===== src/rtl/pipe_ctrl_pkg.sv =====
// Shared type definitions for the pipeline control slice.
// cpu_types_pkg carries register-index types; diaosi_types_pkg carries
// the next-PC select encoding and the sequencer state type.

package cpu_types_pkg;
    localparam int REG_W = 5;
    typedef logic [REG_W-1:0] regbits_t;
endpackage

package diaosi_types_pkg;
    // Next-PC select carried down the pipe to MEM. Only ADD4 is sequential.
    typedef enum logic [1:0] {
        ADD4_DIAOSI   = 2'd0,
        BRANCH_DIAOSI = 2'd1,
        JUMP_DIAOSI   = 2'd2,
        JR_DIAOSI     = 2'd3
    } pcsrc_diaosi_t;

    typedef enum logic {PCTRL_RUN, PCTRL_HALT} pctrl_state_t;
endpackage


===== src/rtl/pipe_ctrl_load_use_detect.sv =====
// Load-use hazard detect: the load sitting in ID/EX writes a register that
// the instruction in ID reads. Register 0 never creates a hazard.

module load_use_detect
    import cpu_types_pkg::*;
(
    input  logic     idex_d_ren,
    input  regbits_t idex_wsel,
    input  regbits_t ifid_rs,
    input  regbits_t ifid_rt,
    output logic     lu
);
    logic w_nonzero;
    logic w_match;

    assign w_nonzero = (idex_wsel != '0);
    assign w_match   = (idex_wsel == ifid_rs) | (idex_wsel == ifid_rt);
    assign lu        = idex_d_ren & w_nonzero & w_match;
endmodule


===== src/rtl/pipe_ctrl.sv =====
// Central pipeline sequencer: per-register enables/flushes, PC enable,
// gated memory requests, halt tracking and a stalled-cycle counter.
//
//   state      | meaning
//   -----------+---------------------------------------------------------
//   PCTRL_RUN  | pipeline live; advances when fetch and MEM access are ok
//   PCTRL_HALT | halt retired through MEM; everything frozen until reset
//
// The done-latches remember a memory half that finished while the other
// half was still waiting, so that access is not requested again.

module pipe_ctrl
    import cpu_types_pkg::*;
    import diaosi_types_pkg::*;
(
    input  logic          CLK,
    input  logic          nRST,
    input  logic          ihit,
    input  logic          dhit,
    input  logic          d_ren_o3,
    input  logic          d_wen_o3,
    input  pcsrc_diaosi_t PCSrc_o3,
    input  logic          halt_o3,
    input  logic          idex_d_ren,
    input  regbits_t      idex_wsel,
    input  regbits_t      ifid_rs,
    input  regbits_t      ifid_rt,
    output logic          pc_en,
    output logic          pipe1_en,
    output logic          pipe2_en,
    output logic          pipe3_en,
    output logic          pipe4_en,
    output logic          flushed1,
    output logic          flushed2,
    output logic          flushed3,
    output logic          imemREN,
    output logic          dmemREN,
    output logic          dmemWEN,
    output logic          halted,
    output logic [15:0]   stall_cnt
);
    pctrl_state_t r_state;
    logic         r_ifetch_done;
    logic         r_dmem_done;
    logic [15:0]  r_stall_cnt;

    logic w_run;
    logic w_mem_req;
    logic w_fetch_ok;
    logic w_mem_ok;
    logic w_advance;
    logic w_redirect;
    logic w_lu;

    load_use_detect u_lu (
        .idex_d_ren (idex_d_ren),
        .idex_wsel  (idex_wsel),
        .ifid_rs    (ifid_rs),
        .ifid_rt    (ifid_rt),
        .lu         (w_lu)
    );

    assign w_run      = (r_state == PCTRL_RUN);
    assign w_mem_req  = d_ren_o3 | d_wen_o3;
    assign w_fetch_ok = ihit | r_ifetch_done;
    assign w_mem_ok   = ~w_mem_req | dhit | r_dmem_done;
    assign w_advance  = w_run & w_fetch_ok & w_mem_ok;
    assign w_redirect = (PCSrc_o3 != ADD4_DIAOSI);

    assign imemREN   = w_run & ~r_ifetch_done;
    assign dmemREN   = w_run & d_ren_o3 & ~r_dmem_done;
    assign dmemWEN   = w_run & d_wen_o3 & ~r_dmem_done;
    assign halted    = (r_state == PCTRL_HALT);
    assign stall_cnt = r_stall_cnt;

    // Enable/flush strobes: redirect beats load-use; load-use freezes PC
    // and IF/ID and injects a bubble into ID/EX.
    always_comb begin
        pc_en    = 1'b0;
        pipe1_en = 1'b0;
        pipe2_en = 1'b0;
        pipe3_en = 1'b0;
        pipe4_en = 1'b0;
        flushed1 = 1'b0;
        flushed2 = 1'b0;
        flushed3 = 1'b0;
        if (w_advance) begin
            pipe2_en = 1'b1;
            pipe3_en = 1'b1;
            pipe4_en = 1'b1;
            if (w_redirect) begin
                pc_en    = 1'b1;
                pipe1_en = 1'b1;
                flushed1 = 1'b1;
                flushed2 = 1'b1;
                flushed3 = 1'b1;
            end else if (w_lu) begin
                flushed2 = 1'b1;
            end else begin
                pc_en    = 1'b1;
                pipe1_en = 1'b1;
            end
        end
    end

    // Run/halt state: halt is taken only when the halting instruction advances.
    always_ff @(posedge CLK or negedge nRST) begin
        if (!nRST)
            r_state <= PCTRL_RUN;
        else if (w_advance && halt_o3)
            r_state <= PCTRL_HALT;
    end

    // Done-latches: hold a completed half of a stalled cycle until advance.
    always_ff @(posedge CLK or negedge nRST) begin
        if (!nRST) begin
            r_ifetch_done <= 1'b0;
            r_dmem_done   <= 1'b0;
        end else if (w_advance) begin
            r_ifetch_done <= 1'b0;
            r_dmem_done   <= 1'b0;
        end else begin
            if (ihit)
                r_ifetch_done <= 1'b1;
            if (dhit && w_mem_req)
                r_dmem_done <= 1'b1;
        end
    end

    // Saturating count of cycles spent stalled while running.
    always_ff @(posedge CLK or negedge nRST) begin
        if (!nRST)
            r_stall_cnt <= '0;
        else if (w_run && !w_advance && (r_stall_cnt != 16'hFFFF))
            r_stall_cnt <= r_stall_cnt + 16'd1;
    end
endmodule


===== config.mk =====
export PLATFORM = sky130hd
export DESIGN_NAME = pipe_ctrl
export DESIGN_NICKNAME = d
export VERILOG_FILES = /design/src/rtl/pipe_ctrl_pkg.sv /design/src/rtl/pipe_ctrl_load_use_detect.sv /design/src/rtl/pipe_ctrl.sv
export SDC_FILE = /design/constraint.sdc
export NUM_CORES = 1
export LEC_CHECK = 0
export CAP_MARGIN = 20
export CELL_PAD_IN_SITES_DETAIL_PLACEMENT = 2
export CELL_PAD_IN_SITES_GLOBAL_PLACEMENT = 2
export CORE_MARGIN = 10
export CORE_UTILIZATION = 25
export CTS_BUF_LIST = sky130_fd_sc_hd__clkbuf_16
export CTS_CLUSTER_DIAMETER = 150
export DETAILED_ROUTE_END_ITERATION = 10
export GPL_TIMING_DRIVEN = 0
export PLACE_DENSITY_LB_ADDON = 0.1
export SYNTH_ARGS = -nofsm -noshare
export SYNTH_HDL_FRONTEND = slang
export SYNTH_HIERARCHICAL = 1
export SYNTH_SLANG_ARGS = --single-unit

===== constraint.sdc =====
create_clock -name CLK -period 5.2 [get_ports CLK]
set_clock_uncertainty 0.15 [all_clocks]
set_input_delay 1.3 -clock CLK [delete_from_list [all_inputs] [get_ports CLK]]
set_output_delay 1.3 -clock CLK [all_outputs]
set_load 0.05 [all_outputs]

==> results.json, run 1 <==
{
  "status": "completed",
  "routed_wl_um": 3809,
  "critPathCaptureType": "primary output",
  "synth-edff-count": 0,
  "drv_cap": 0,
  "io_buffers": 52,
  "grt_max_degree": 20,
  "power_density_nw_per_um2": 244.8,
  "synthFlopType": "dfrtp_1",
  "place_congestion": 0.7359,
  "nets": 195,
  "path_clk_slew_ps": 50,
  "antenna_found_initial": 0,
  "hp-class": "flop to flop",
  "worst_slew_pin_slew_ps": 893.9,
  "crit_path_start": "idex_wsel[1]",
  "setup_viol": 0,
  "cts_max_path_buffers": 2,
  "post-route-period-util": 0.9599,
  "die_area_um2": 7751,
  "power_uw": 448.0,
  "clock_latency_ps": 250,
  "cts_tree": "done",
  "criticalPathCategory": "input port to primary output",
  "netlist.area_leader.share": 0.4108,
  "clock_sinks": 19,
  "insertedDiodeCount": 0,
  "dp_hpwl_um": 3203,
  "crit_fanout": 3,
  "synthTopCellsByArea": "dfrtp_1 (41%), xnor2_1 (11%), xor2_1 (5.3%)",
  "final.min_clock_period_ps": 4991,
  "track_usage": 0.1068,
  "die_h_um": 88.04,
  "core_um2": 4414,
  "area_growth_pct": 58.16,
  "leakage_nw": 0.7417,
  "synth_cell_types": 34,
  "final_cells": 220,
  "io_pins": 53,
  "max_freq_ghz": 0.2003,
  "vias": 1073,
  "ys_ff_latch": 19,
  "grt_pass1_vias": 1231,
  "ir_worst_vdd_uv": 106.0,
  "rrSetupSlack_ps": 3340,
  "drc": 0,
  "hold_depth": 1,
  "final_util": 0.4147,
  "cts_buffers": 3,
  "ys_async_sr_fraction": 1.000,
  "drive_gt1_frac": 0.1012,
  "min_to": "stall_cnt[6]",
  "hold_violations": 0,
  "regToRegStartpoint": "stall_cnt[0]",
  "slew_violations": 0,
  "start_kind": "input port",
  "cts_max_level": 1,
  "die_x_um": 88.04,
  "syn_avg_cell_area_um2": 10.33,
  "grt_setup_unrepaired": "false",
  "r2r_end": "stall_cnt[14]",
  "yosysWarnings": 6,
  "synthCells": 112,
  "rows": 24,
  "grt_pass1_wl_um": 6444,
  "hp-start": "stall_cnt[6]",
  "netlist_area_um2": 1157,
  "placed_cells": 216,
  "drtIter0Drc": 17,
  "arrival_ps": 3540,
  "dr.pass1.iters": 4,
  "start_util": 0.2622,
  "nFillCells": 475,
  "ant_nets": 0,
  "relSlewSlack": 0.4022,
  "postCtsSetupBuffers": 0,
  "vias_per_cell": 4.877,
  "fin_setup_tns_ps": 0,
  "grt.overflow.total": 0,
  "yosysSeqAreaShare": 0.4108,
  "synth_top_area_cell": "dfrtp_1",
  "syn_nets": 138,
  "r2r_cells": 6,
  "crit_required_ps": 3750,
  "wl_per_cell_um": 17.31,
  "root_buffer": "clkbuf_16"
}
## cells in the final DEF, fill, tap and decap left out, types with 2 or more instances in the layout
master / instances
nor2_1: 8
nor4_4: 2
clkbuf_16: 3
nor2b_1: 2
xor2_1: 7
nand4_1: 6
nand3_1: 11
buf_4: 4
dlymetal6s2s_1: 2
nor3b_1: 2
xnor2_1: 15
mux2_1: 2
clkdlybuf4s50_1: 50
inv_1: 2
nand2_1: 5
a21oi_1: 2
dfrtp_1: 19
nor3_1: 4
and3_1: 2
## worst max path at each step
stage                to  slack, ps  depth (start not counted)
6_report          pc_en        210                          6
5_1_grt           pc_en         60                          6
4_1_cts        pipe1_en         80                          7
3_5_place_dp   pipe1_en        100                          7
3_3_place_gp   pipe1_en        120                          7
2_1_floorplan  pipe1_en        270                          5
## stage by stage
stage	instance area [um^2]	hold WS, ps	setup slack (ps)
3_3_place_gp	1745	340.6	120.3
5_1_grt	1831	379.8	60.71
4_1_cts	1826	355.3	80.07
6_report	1831	346.4	208.6
2_1_floorplan	1160	366.9	267.3
3_5_place_dp	1745	343.5	96.42
## cell usage after synthesis (2+ instances only)
cell     instances
a21oi_1          2
and3_1           2
buf_4            4
dfrtp_1         19
inv_1            2
mux2_1           2
nand2_1          5
nand3_1         11
nand4_1          6
nor2_1           8
nor2b_1          3
nor3_1           4
nor3b_1          2
nor4_4           2
xnor2_1         15
xor2_1           7
## flip-flops by register name, indices dropped and copies added (netlist names)
| name | cells |
|---|---|
| halted | 1 |
| r_dmem_done | 1 |
| r_ifetch_done | 1 |
| stall_cnt | 16 |
## logic make-up (layout without fill, tap and decap cells)
family | count (synthesis) | count (layout) | synth area share
buf+inv | 8 | 64 | 0.04649
fa+ha+maj | 1 | 1 | 0.01081
simple gates | 49 | 49 | 0.2692
compound gates | 11 | 11 | 0.07676
mux | 2 | 2 | 0.01946
xor+xnor | 22 | 22 | 0.1665
flops | 19 | 19 | 0.4108
## layout make-up
cell class,instances,area (um^2),area share
tap,52,65.06,0.03554
sequential,19,475.5,0.2597
inverter,2,7.507,0.004101
clock inverter,1,5.005,0.002734
buffer,6,46.29,0.02529
timing repair buffer,52,525.5,0.2871
clock buffer,3,75.07,0.04101
multi-input combinational,85,630.6,0.3445
## routing by layer
metal | wire (um) | global-route usage | vias up
met1 | 1450 | 0.1147 | 528
li1 | - | - | 508
met4 | 58 | 0.04708 | 0
met2 | 1924 | 0.1772 | 33
met5 | 0 | 0 | -
met3 | 376 | 0.04828 | 4
## critical path, stage by stage
cell,delay (ps)
clkdlybuf4s50_1,470
or4_1,540
o21ai_1,140
a21oi_1,80
a21boi_1,180
clkdlybuf4s50_1,840
## where the power goes
group,total (mW),switching [mW],internal (mW)
clock network,0.159,0.0562,0.103
logic,0.113,0.0646,0.0488
registers,0.175,0.0163,0.159
total,0.448,0.137,0.311
## timing repair
item / 4_1_cts / 5_1_grt
gates resized for setup: 0 / 2
hold buffers: 0 / 0
hold endpoints to repair: 0 / 0
endpoints found under the setup margin: 0 / 2
No activity file was read; power rests on OpenSTA's default activity.
==> inputs of run 2 (changes only) <==
--- a/config.mk
+++ b/config.mk
@@ -13,6 +13,7 @@
 export CTS_BUF_LIST = sky130_fd_sc_hd__clkbuf_16
 export CTS_CLUSTER_DIAMETER = 150
 export DETAILED_ROUTE_END_ITERATION = 10
+export GPL_ROUTABILITY_DRIVEN = 1
 export GPL_TIMING_DRIVEN = 0
 export PLACE_DENSITY_LB_ADDON = 0.1
 export SYNTH_ARGS = -nofsm -noshare
==> results of run 2 <==
Same layout as run 1: the final DEF is identical, and so are final timing and power.
